==> config.mk <==
export PLATFORM = sky130hd
export DESIGN_NAME = alu_result_uart_tx_flat
export DESIGN_NICKNAME = d
export VERILOG_FILES = /design/src/rtl/alu_result_uart_tx_if.sv /design/src/rtl/alu_result_uart_tx.sv /design/src/flat_wrapper.sv
export SDC_FILE = /design/constraint.sdc
export NUM_CORES = 1
export LEC_CHECK = 0
export CORE_ASPECT_RATIO = 0.9
export CORE_MARGIN = 1.5
export CORE_UTILIZATION = 52
export DETAILED_ROUTE_END_ITERATION = 6
export PLACE_DENSITY = 0.74
export SLEW_MARGIN = 20
export SYNTH_ARGS = -nofsm -noshare
export SYNTH_HDL_FRONTEND = slang
export SYNTH_SLANG_ARGS = --single-unit
==> constraint.sdc <==
create_clock -name clk -period 1.98 [get_ports clk]
set_clock_uncertainty 0.05 [all_clocks]
set_input_delay 0.396 -clock clk [delete_from_list [all_inputs] [get_ports clk]]
set_output_delay 0.396 -clock clk [all_outputs]
set_load 0.005 [all_outputs]
==> src/rtl/alu_result_uart_tx_if.sv <==
// Valid/ready handshake bundle carrying one registered ALU result and its flags.
interface alu_result_uart_tx_if;
  logic       res_valid;
  logic       res_ready;
  logic [7:0] result;
  logic       carry_out;
  logic       overflow;
  logic [2:0] opcode;

  modport master (
    output res_valid,
    output result,
    output carry_out,
    output overflow,
    output opcode,
    input  res_ready
  );

  modport slave (
    input  res_valid,
    input  result,
    input  carry_out,
    input  overflow,
    input  opcode,
    output res_ready
  );
endinterface

==> src/rtl/alu_result_uart_tx.sv <==
// Captures ALU results through a one-entry holding register and sends each one
// as a two-byte UART 8N1 frame: {marker, opcode, 00, carry, overflow}, then result.
module alu_result_uart_tx #(
  parameter int unsigned CLKS_PER_BIT = 16
) (
  input  logic                 clk,
  input  logic                 rst_n,
  alu_result_uart_tx_if.slave  alu,
  output logic                 tx,
  output logic                 busy,
  output logic                 frame_done
);

  typedef enum logic [1:0] {IDLE, START, DATA, STOP} state_t;

  localparam logic [15:0] LAST_CNT = 16'(CLKS_PER_BIT - 1);
  localparam logic [15:0] DONE_CNT = 16'(CLKS_PER_BIT - 2);

  state_t      state;
  logic        hold_full;
  logic [12:0] hold_data;
  logic        ready_reg;
  logic [7:0]  shift_reg;
  logic [7:0]  byte1_buf;
  logic        byte_sel;
  logic [15:0] baud_cnt;
  logic [2:0]  bit_idx;
  logic        accept;
  logic        bit_end;

  assign alu.res_ready = ready_reg;
  assign accept        = alu.res_valid && ready_reg;
  assign bit_end       = (baud_cnt == LAST_CNT);

  // hold_data layout: [12:10] opcode, [9] carry_out, [8] overflow, [7:0] result.
  // ready_reg always mirrors !hold_full, so accept and load never coincide.
  always_ff @(posedge clk or negedge rst_n) begin
    if (!rst_n) begin
      state      <= IDLE;
      hold_full  <= 1'b0;
      hold_data  <= '0;
      ready_reg  <= 1'b1;
      shift_reg  <= '0;
      byte1_buf  <= '0;
      byte_sel   <= 1'b0;
      baud_cnt   <= '0;
      bit_idx    <= '0;
      tx         <= 1'b1;
      busy       <= 1'b0;
      frame_done <= 1'b0;
    end else begin
      frame_done <= 1'b0;

      if (accept) begin
        hold_full <= 1'b1;
        ready_reg <= 1'b0;
        hold_data <= {alu.opcode, alu.carry_out, alu.overflow, alu.result};
      end

      unique case (state)
        IDLE: begin
          tx <= 1'b1;
          if (hold_full) begin
            shift_reg <= {1'b1, hold_data[12:10], 2'b00, hold_data[9], hold_data[8]};
            byte1_buf <= hold_data[7:0];
            hold_full <= 1'b0;
            ready_reg <= 1'b1;
            byte_sel  <= 1'b0;
            baud_cnt  <= '0;
            bit_idx   <= '0;
            tx        <= 1'b0;
            busy      <= 1'b1;
            state     <= START;
          end else begin
            busy <= accept;
          end
        end

        START: begin
          if (bit_end) begin
            baud_cnt <= '0;
            bit_idx  <= '0;
            tx       <= shift_reg[0];
            state    <= DATA;
          end else begin
            baud_cnt <= baud_cnt + 16'd1;
          end
        end

        DATA: begin
          if (bit_end) begin
            baud_cnt <= '0;
            if (bit_idx == 3'd7) begin
              tx    <= 1'b1;
              state <= STOP;
            end else begin
              bit_idx   <= bit_idx + 3'd1;
              shift_reg <= {1'b0, shift_reg[7:1]};
              tx        <= shift_reg[1];
            end
          end else begin
            baud_cnt <= baud_cnt + 16'd1;
          end
        end

        STOP: begin
          // Raise frame_done one edge early so the registered pulse lands on the final stop cycle.
          if (byte_sel && baud_cnt == DONE_CNT) begin
            frame_done <= 1'b1;
          end
          if (bit_end) begin
            baud_cnt <= '0;
            if (!byte_sel) begin
              byte_sel  <= 1'b1;
              shift_reg <= byte1_buf;
              tx        <= 1'b0;
              state     <= START;
            end else begin
              tx    <= 1'b1;
              busy  <= hold_full || accept;
              state <= IDLE;
            end
          end else begin
            baud_cnt <= baud_cnt + 16'd1;
          end
        end

        default: begin
          tx    <= 1'b1;
          state <= IDLE;
        end
      endcase
    end
  end

endmodule
==> src/flat_wrapper.sv <==
// flat-port wrapper written by rule: the top's interface ports become plain ports
module alu_result_uart_tx_flat 
#(
  parameter int unsigned CLKS_PER_BIT = 16
)
  (clk, rst_n, tx, busy, frame_done, alu_res_valid, alu_result, alu_carry_out, alu_overflow, alu_opcode, alu_res_ready);
  alu_result_uart_tx_if alu_i ();
  input  logic clk;
  input  logic rst_n;
  output logic tx;
  output logic busy;
  output logic frame_done;
  input wire logic [$bits(alu_i.res_valid)-1:0] alu_res_valid;
  input wire logic [$bits(alu_i.result)-1:0] alu_result;
  input wire logic [$bits(alu_i.carry_out)-1:0] alu_carry_out;
  input wire logic [$bits(alu_i.overflow)-1:0] alu_overflow;
  input wire logic [$bits(alu_i.opcode)-1:0] alu_opcode;
  output wire logic [$bits(alu_i.res_ready)-1:0] alu_res_ready;
  assign alu_i.res_valid = alu_res_valid;
  assign alu_i.result = alu_result;
  assign alu_i.carry_out = alu_carry_out;
  assign alu_i.overflow = alu_overflow;
  assign alu_i.opcode = alu_opcode;
  assign alu_res_ready = alu_i.res_ready;
  alu_result_uart_tx #(.CLKS_PER_BIT(CLKS_PER_BIT)) u_core (.clk(clk), .rst_n(rst_n), .alu(alu_i), .tx(tx), .busy(busy), .frame_done(frame_done));
endmodule
==> impl_results.md, run 1 <==
- Status: finished, final reports clean
- Crit start category: register
- Max Cap Viol: 0
- CTS tree: built
- Synth warnings: 0
- R2R cell count: 7
- Fmax: 508 MHz
- Ports: 20
- I/O Buffers: 19
- Hold Fails Final Rpt: 0
- RR Endpoint: u_core.shift_reg[3]$_DFFE_PN0P_
- Min-delay worst type: reg -> reg
- Cts bufs inserted: 5
- Hold slack: 464 ps
- Post-route DRC: 0
- Fin area: 3580 um^2
- Hold endpoint: u_core.byte1_buf[5]$_DFFE_PN0P_
- Core box area: 4980 um^2
- Vias per inst: between 5 and 6
- Placed Cells: 363
- HP Start: u_core.hold_data[5]$_DFFE_PN0P_
- Worst Path Required: roughly 2100 ps
- WL/cell: approximately 16 um
- Gr usage total: 0.223
- Setup ws final: 12.3 ps
- DP HPWL: 4.37 mm
- Nets: approximately 340
- Clk slew on worst S/H paths: 100 ps
- Primary FF master, synth: dfrtp_1
- Fraction of layout cells with a size suffix above 1: 0.331
- Largest net degree at the start of global routing: 31
- Dpl ws: -22.9 ps
- Number of diodes: 0
- Drt first pass iters: 4
- Final WL: about 6.2 mm
- EDFF count, synth: 0
- Yosys top cell area share: 0.488
- Critical path class: reg -> reg
- Num rows: 24
- Crit Path Max Fanout: 5
- Clock sinks: 56
- Number of setup violations in the final report: 0
- Synth Net Count: 276
- H-tree levels: 2
- PwrDens: between 1000 and 1500 nW/um^2
- Area grow syn2layout: 29.2%
- Netlist Area Pre-Place: 2770 um^2
- Grt ovf: 0
- Biggest regs: u_core.baud_cnt (16), u_core.hold_data (13)
- Final period util: 0.994
- Final-report max-slew violation count: 0
- Crit end category: register
- Post-synth top area cell: dfrtp_1
- Leakage: 1.59 nW
- RSZ-0062 raised after global routing: true
- Initial antenna violation count: 0
- Synth area leaders: dfrtp_1 (49%), mux2_2 (13%), ha_1 (4.5%)
- Clk_lat worst skew: 300 ps
- Post-synthesis cell type count: 37
- Dpl cell area: 3310 um^2
- Horiz. Die Dim: 79.9 um
- Non-Filler Instances: ~380
- Antenna Nets Post-Route: 0
- Actual slew at the worst max-slew pin: 398 ps
- Pwr Total: roughly 0.0050 W
- CTS root buf: clkbuf_8
- Syn avg cell area: 11.1 um^2
- Worst R2R Start: u_core.bit_idx[1]$_DFFE_PN0P_
- Worst vdd ir: 0.000770 V
- Setup slack, reg-to-reg: roughly 12 ps
- Final min period: just under 2000 ps
- Max Root-Sink Buffers: 2
- Flip-flop count of the largest register after layout: 16
- Via Count: 2,169
- First-pass GRT wire length: about 10 mm
- Hold depth: 1
- Largest Register: u_core.baud_cnt
- Die footprint: 5770 um^2
- Iteration-0 DRC Markers: between 100 and 150
- Slew margin rel.: 0.734
- Die height: around 72 um
- Seq/Total Area, Yosys: 0.507
- FFs w/ async S/R, synth: 1.00
- Cell count after synthesis: 250
- Synthesis-stage register bit count: 56
- Number of global-route vias before repair: 2,168
- Initial Utilization: 0.555
- Critical path arrival: roughly 2100 ps
- Gpl congestion: 0.845
==> cell type report <==
class / count / area (um^2)
fill: 384 / 1410
inverter: 10 / 37.5
tap: 65 / 81.3
multi-input combinational: 174 / 1390
sequential: 56 / 1410
clock inverter: 2 / 38.8
clock buffer: 6 / 72.6
timing repair buffer: 63 / 547
==> cell usage after synthesis, types with 2 or more instances <==
master	instances
dfrtp_1	54
mux2_2	31
nand2_1	22
nor2_1	13
a21oi_1	11
ha_1	10
inv_1	10
nand4_1	8
o21ai_0	8
a22oi_1	7
nand3_1	6
o31ai_1	6
xor2_1	6
a22o_1	5
and3_1	5
buf_2	5
nor4_1	5
or4_1	5
clkbuf_1	4
or3_1	4
and4_1	3
nor3_1	3
dfstp_2	2
mux2i_1	2
nor2b_1	2
xnor2_1	2
==> report_power, final <==
part	total (W)	switching (W)	internal (W)	leakage [nW]
Combinational	0.00239	0.00110	0.00129	0.834
Sequential	0.00184	0.000283	0.00155	0.702
Clock	0.000758	0.000375	0.000383	0.0558
Total	0.00498	0.00176	0.00322	1.59
==> cell usage in the layout (no fill, tap or decap), types with 3 or more instances in the layout <==
cell type        instances
clkbuf_8                 5
buf_4                   40
nor2_1                  13
nor4_1                   3
a21oi_1                 10
dfrtp_1                 53
or4_1                    5
a22o_1                   5
a22oi_1                  6
ha_4                     3
mux2_2                  25
o31ai_1                  4
xor2_1                   6
ha_1                     5
or3_1                    3
inv_1                    8
o21ai_0                  8
clkdlybuf4s50_1         18
and3_1                   5
mux2_4                   6
nand2_1                 22
nand4_1                  8
nand3_1                  6
==> through the flow <==
step                      setup TNS (ps)   util
final                                  0  0.717
after global routing                -383  0.717
after CTS                              0  0.699
after detailed placement           -95.6  0.664
after global placement                 0  0.664
after floorplan                        0      -
==> what timing repair did <==
action,CTS,global route
pin swaps,2,5
setup buffers,3,1
hold buffers,1,0
endpoints found under the hold margin,11,0
gates resized for setup,6,19
setup endpoints to repair,8,19
==> cells by family (layout without fill, tap and decap cells) <==
kind of cell               Yosys count  in the layout  share of synthesized area
AOI/OAI and AO/OA                   44             44                      0.110
adders and majority gates           10             10                     0.0452
and+or+nand+nor                     79             79                      0.150
xor gates and xnor gates             8              8                     0.0253
DFF                                 56             56                      0.507
buffers and inverters               20             81                     0.0294
muxes                               33             33                      0.133
==> worst max-delay path by stage <==
stage / end / slack [ps] / startpoint / depth (start not counted)
finish: u_core.shift_reg[3]$_DFFE_PN0P_ / 10 / u_core.bit_idx[1]$_DFFE_PN0P_ / 7
CTS: u_core.shift_reg[3]$_DFFE_PN0P_ / 4 / u_core.bit_idx[0]$_DFFE_PN0P_ / 7
detailed placement: u_core.shift_reg[0]$_DFFE_PN0P_ / -20 / u_core.bit_idx[1]$_DFFE_PN0P_ / 6
floorplan: u_core.baud_cnt[15]$_DFFE_PN0N_ / 6 / u_core.state[1]$_DFFE_PN0P_ / 8
global placement: u_core.shift_reg[6]$_DFFE_PN0P_ / 50 / u_core.bit_idx[0]$_DFFE_PN0P_ / 6
global route: u_core.shift_reg[3]$_DFFE_PN0P_ / -70 / u_core.bit_idx[1]$_DFFE_PN0P_ / 7
==> worst max-delay path, stage by stage, from the launching register on <==
cell and delay (ps):
dfrtp_1 410, ha_2 210, ha_4 160, a22oi_2 160, nand4_1 200, o21ai_4 210
buf_12 140, mux2_2 320
==> layer usage <==
metal	vias up	track usage	routed length [um]
li1	1030	-	-
met1	1074	0.318	2960
met2	63	0.357	2880
met3	2	0.0503	292
met4	0	0.0383	27
met5	-	0	0
No activity file was read; power rests on OpenSTA's default activity.
==> run 2, diff against run 1 <==
ABC_CLOCK_PERIOD_IN_PS = 1980   (was not set)
==> results of run 2 <==
The final DEF is identical to that of run 1; final timing and power are the same.
==> run 3, diff against run 2 <==
CELL_PAD_IN_SITES_DETAIL_PLACEMENT = 1   (was not set)
CELL_PAD_IN_SITES_GLOBAL_PLACEMENT = 1   (was not set)
CORE_MARGIN = not set   (was 1.5)
CORE_UTILIZATION = 42   (was 52)
==> impl_results.md, run 3 (same netlist as run 1, synthesis figures left out) <==
- Max Cap Viol: 0 (unchanged)
- Critical path class: reg -> reg
- Post-route DRC: 0 (unchanged)
- Critical path arrival: 2130 ps (about the same)
- Cell family with most CP delay: flip-flops
- Crit Path Max Fanout: 7 (+2)
- Clock sinks: 56 (unchanged)
- Fraction of layout cells with a size suffix above 1: 0.357 (+0.0262)
- Die footprint: 6920 um^2 (+20%)
- Hold slack: 60.7 ps (-403 ps)
- Biggest regs: u_core.baud_cnt (16), u_core.hold_data (13)
- GR Layer Usage met2: 0.364 (+0.00739)
- Cts bufs inserted: 5 (unchanged)
- Worst vdd ir: 0.000678 V (-12%)
- RSZ-0062 raised after global routing: true
- Worst path cell trace: buf_4 -> ha_1 -> inv_1 -> nand4_1 -> o21ai_4 -> buf_12 -> mux2_4
- I/O Buffers: 19 (unchanged)
- Num rows: 27 (+13%)
- Worst Path Required: 2140 ps (about the same)
- Slew margin rel.: 0.537 (-0.197)
- Clk_lat worst skew: 320 ps (+20 ps)
- CTS root buf: clkbuf_8
- CP max-delay cell: dfrtp_2
- Crit start category: register
- Actual slew at the worst max-slew pin: 694 ps (+296 ps)
- First-pass GRT wire length: 11.1 mm (+10%)
- Area grow syn2layout: 32.7%
- Met3 Use GR: 0.0395 (-0.0108)
- Min-delay worst type: in -> async
- Gpl congestion: 0.846 (+0.20%)
- Final-report max-slew violation count: 0 (unchanged)
- PwrDens: 1380 nW/um^2 (-1.1%)
- Via Count: 2,166 (-0.14%)
- CTS tree: built
- Number of global-route vias before repair: 2,363 (+9.0%)
- Ports: 20 (unchanged)
- H-tree levels: 2 (unchanged)
- Crit end category: register
- Horiz. Die Dim: 87.6 um (+9.6%)
- Nets: 344 (+2.4%)
- Gr usage total: 0.209 (-0.0136)
- Number of setup violations in the final report: 0 (unchanged)
- Core box area: 6250 um^2 (+25%)
- Drt first pass iters: 4 (unchanged)
- Commonest non-fill, non-tap cell in the layout: dfrtp_1
- Leakage: 1.64 nW (+2.8%)
- DP HPWL: 4.78 mm (+9.3%)
- GR peak layer: met2
- Clk slew on worst S/H paths: 110 ps (about the same)
- Initial Utilization: 0.443 (-0.112)
- Die height: 79.0 um (+9.4%)
- Final min period: 1970 ps (+3.04 ps)
- Number of diodes: 0 (unchanged)
- Final WL: 6.96 mm (+13%)
- Largest net degree at the start of global routing: 29 (-6.5%)
- Worst path buffer plus inverter count: 3 (+2)
- Fmax: 507 MHz (-0.15%)
- Hold Fails Final Rpt: 0 (unchanged)
- Initial antenna violation count: 0 (unchanged)
- Final period util: 0.995 (+0.00153)
- Status: finished, final reports clean
- Commonest cells after routing, fill and taps aside: dfrtp_1 (52), buf_4 (48), mux2_2 (24)
- Post-route setup TNS: 0 ps (unchanged)
- Vias per inst: 5.33 (-7.5%)
- WL/cell: 17.1 um (+4.6%)
- Max Root-Sink Buffers: 2 (unchanged)
- Iteration-0 DRC Markers: 78 (-36%)
- Largest Register: u_core.baud_cnt
- Flip-flop count of the largest register after layout: 16 (unchanged)
- Grt ovf: 0 (unchanged)
- M1 GR Usage: 0.265 (-0.0533)
- CP max stage delay: 460 ps (+50 ps)
- Antenna Nets Post-Route: 0 (unchanged)
==> run 3: final timing paths <==
| path | from | to | slack (ps) | cells past startpoint |
|---|---|---|---|---|
| max reg2reg | u_core.state[0]$_DFFE_PN0P_ | u_core.shift_reg[1]$_DFFE_PN0P_ | 9 | 7 |
| min reg2reg | u_core.tx$_DFFE_PN1P_ | u_core.tx$_DFFE_PN1P_ | 430 | 2 |
| max | u_core.state[0]$_DFFE_PN0P_ | u_core.shift_reg[1]$_DFFE_PN0P_ | 9 | 7 |
| min in group clk | u_core.tx$_DFFE_PN1P_ | u_core.tx$_DFFE_PN1P_ | 430 | 2 |
| max in group asynchronous | rst_n | u_core.byte1_buf[7]$_DFFE_PN0P_ | 1260 | 2 |
| min | rst_n | u_core.baud_cnt[15]$_DFFE_PN0N_ | 60 | 1 |
==> run 3: timing repair <==
item                       in CTS  in global routing
pin swaps                       4                  6
hold buffers                    0                  0
resized for setup              10                 19
setup buffers                   7                  5
setup endpoints to repair      11                 16
==> run 3: through the flow <==
stage,utilization,area [um^2],instances,power (W),setup slack [ps]
5_1_grt,0.588,3670,406,0.00540,-76.8
4_1_cts,0.566,3540,401,0.00484,-6.06
3_5_place_dp,0.537,3360,386,0.00395,-79.6
2_1_floorplan,-,2790,250,0.00314,5.86
6_report,0.588,3670,406,0.00506,9.31
3_3_place_gp,0.537,3360,386,0.00385,2.35
==> run 3: layout make-up <==
| cell class | count | area, um^2 |
|---|---|---|
| timing repair buffer | 71 | 617 |
| clock inverter | 3 | 21.3 |
| sequential | 56 | 1410 |
| fill | 671 | 2580 |
| inverter | 10 | 40.0 |
| clock buffer | 5 | 68.8 |
| multi-input combinational | 174 | 1410 |
| tap | 87 | 109 |
==> run 3: metal layers <==
layer  vias up  routed length [um]
met5         -                   0
met4         0                 108
met3         9                 164
met2        27                3520
met1      1088                3170
li1       1042                   -
==> run 3: where the power goes <==
group / total, W / leakage, nW / internal [W] / switching, W
logic: 0.00259 / 0.891 / 0.00141 / 0.00118
registers: 0.00182 / 0.701 / 0.00156 / 0.000261
clock network: 0.000656 / 0.0445 / 0.000253 / 0.000404
total: 0.00506 / 1.64 / 0.00322 / 0.00184
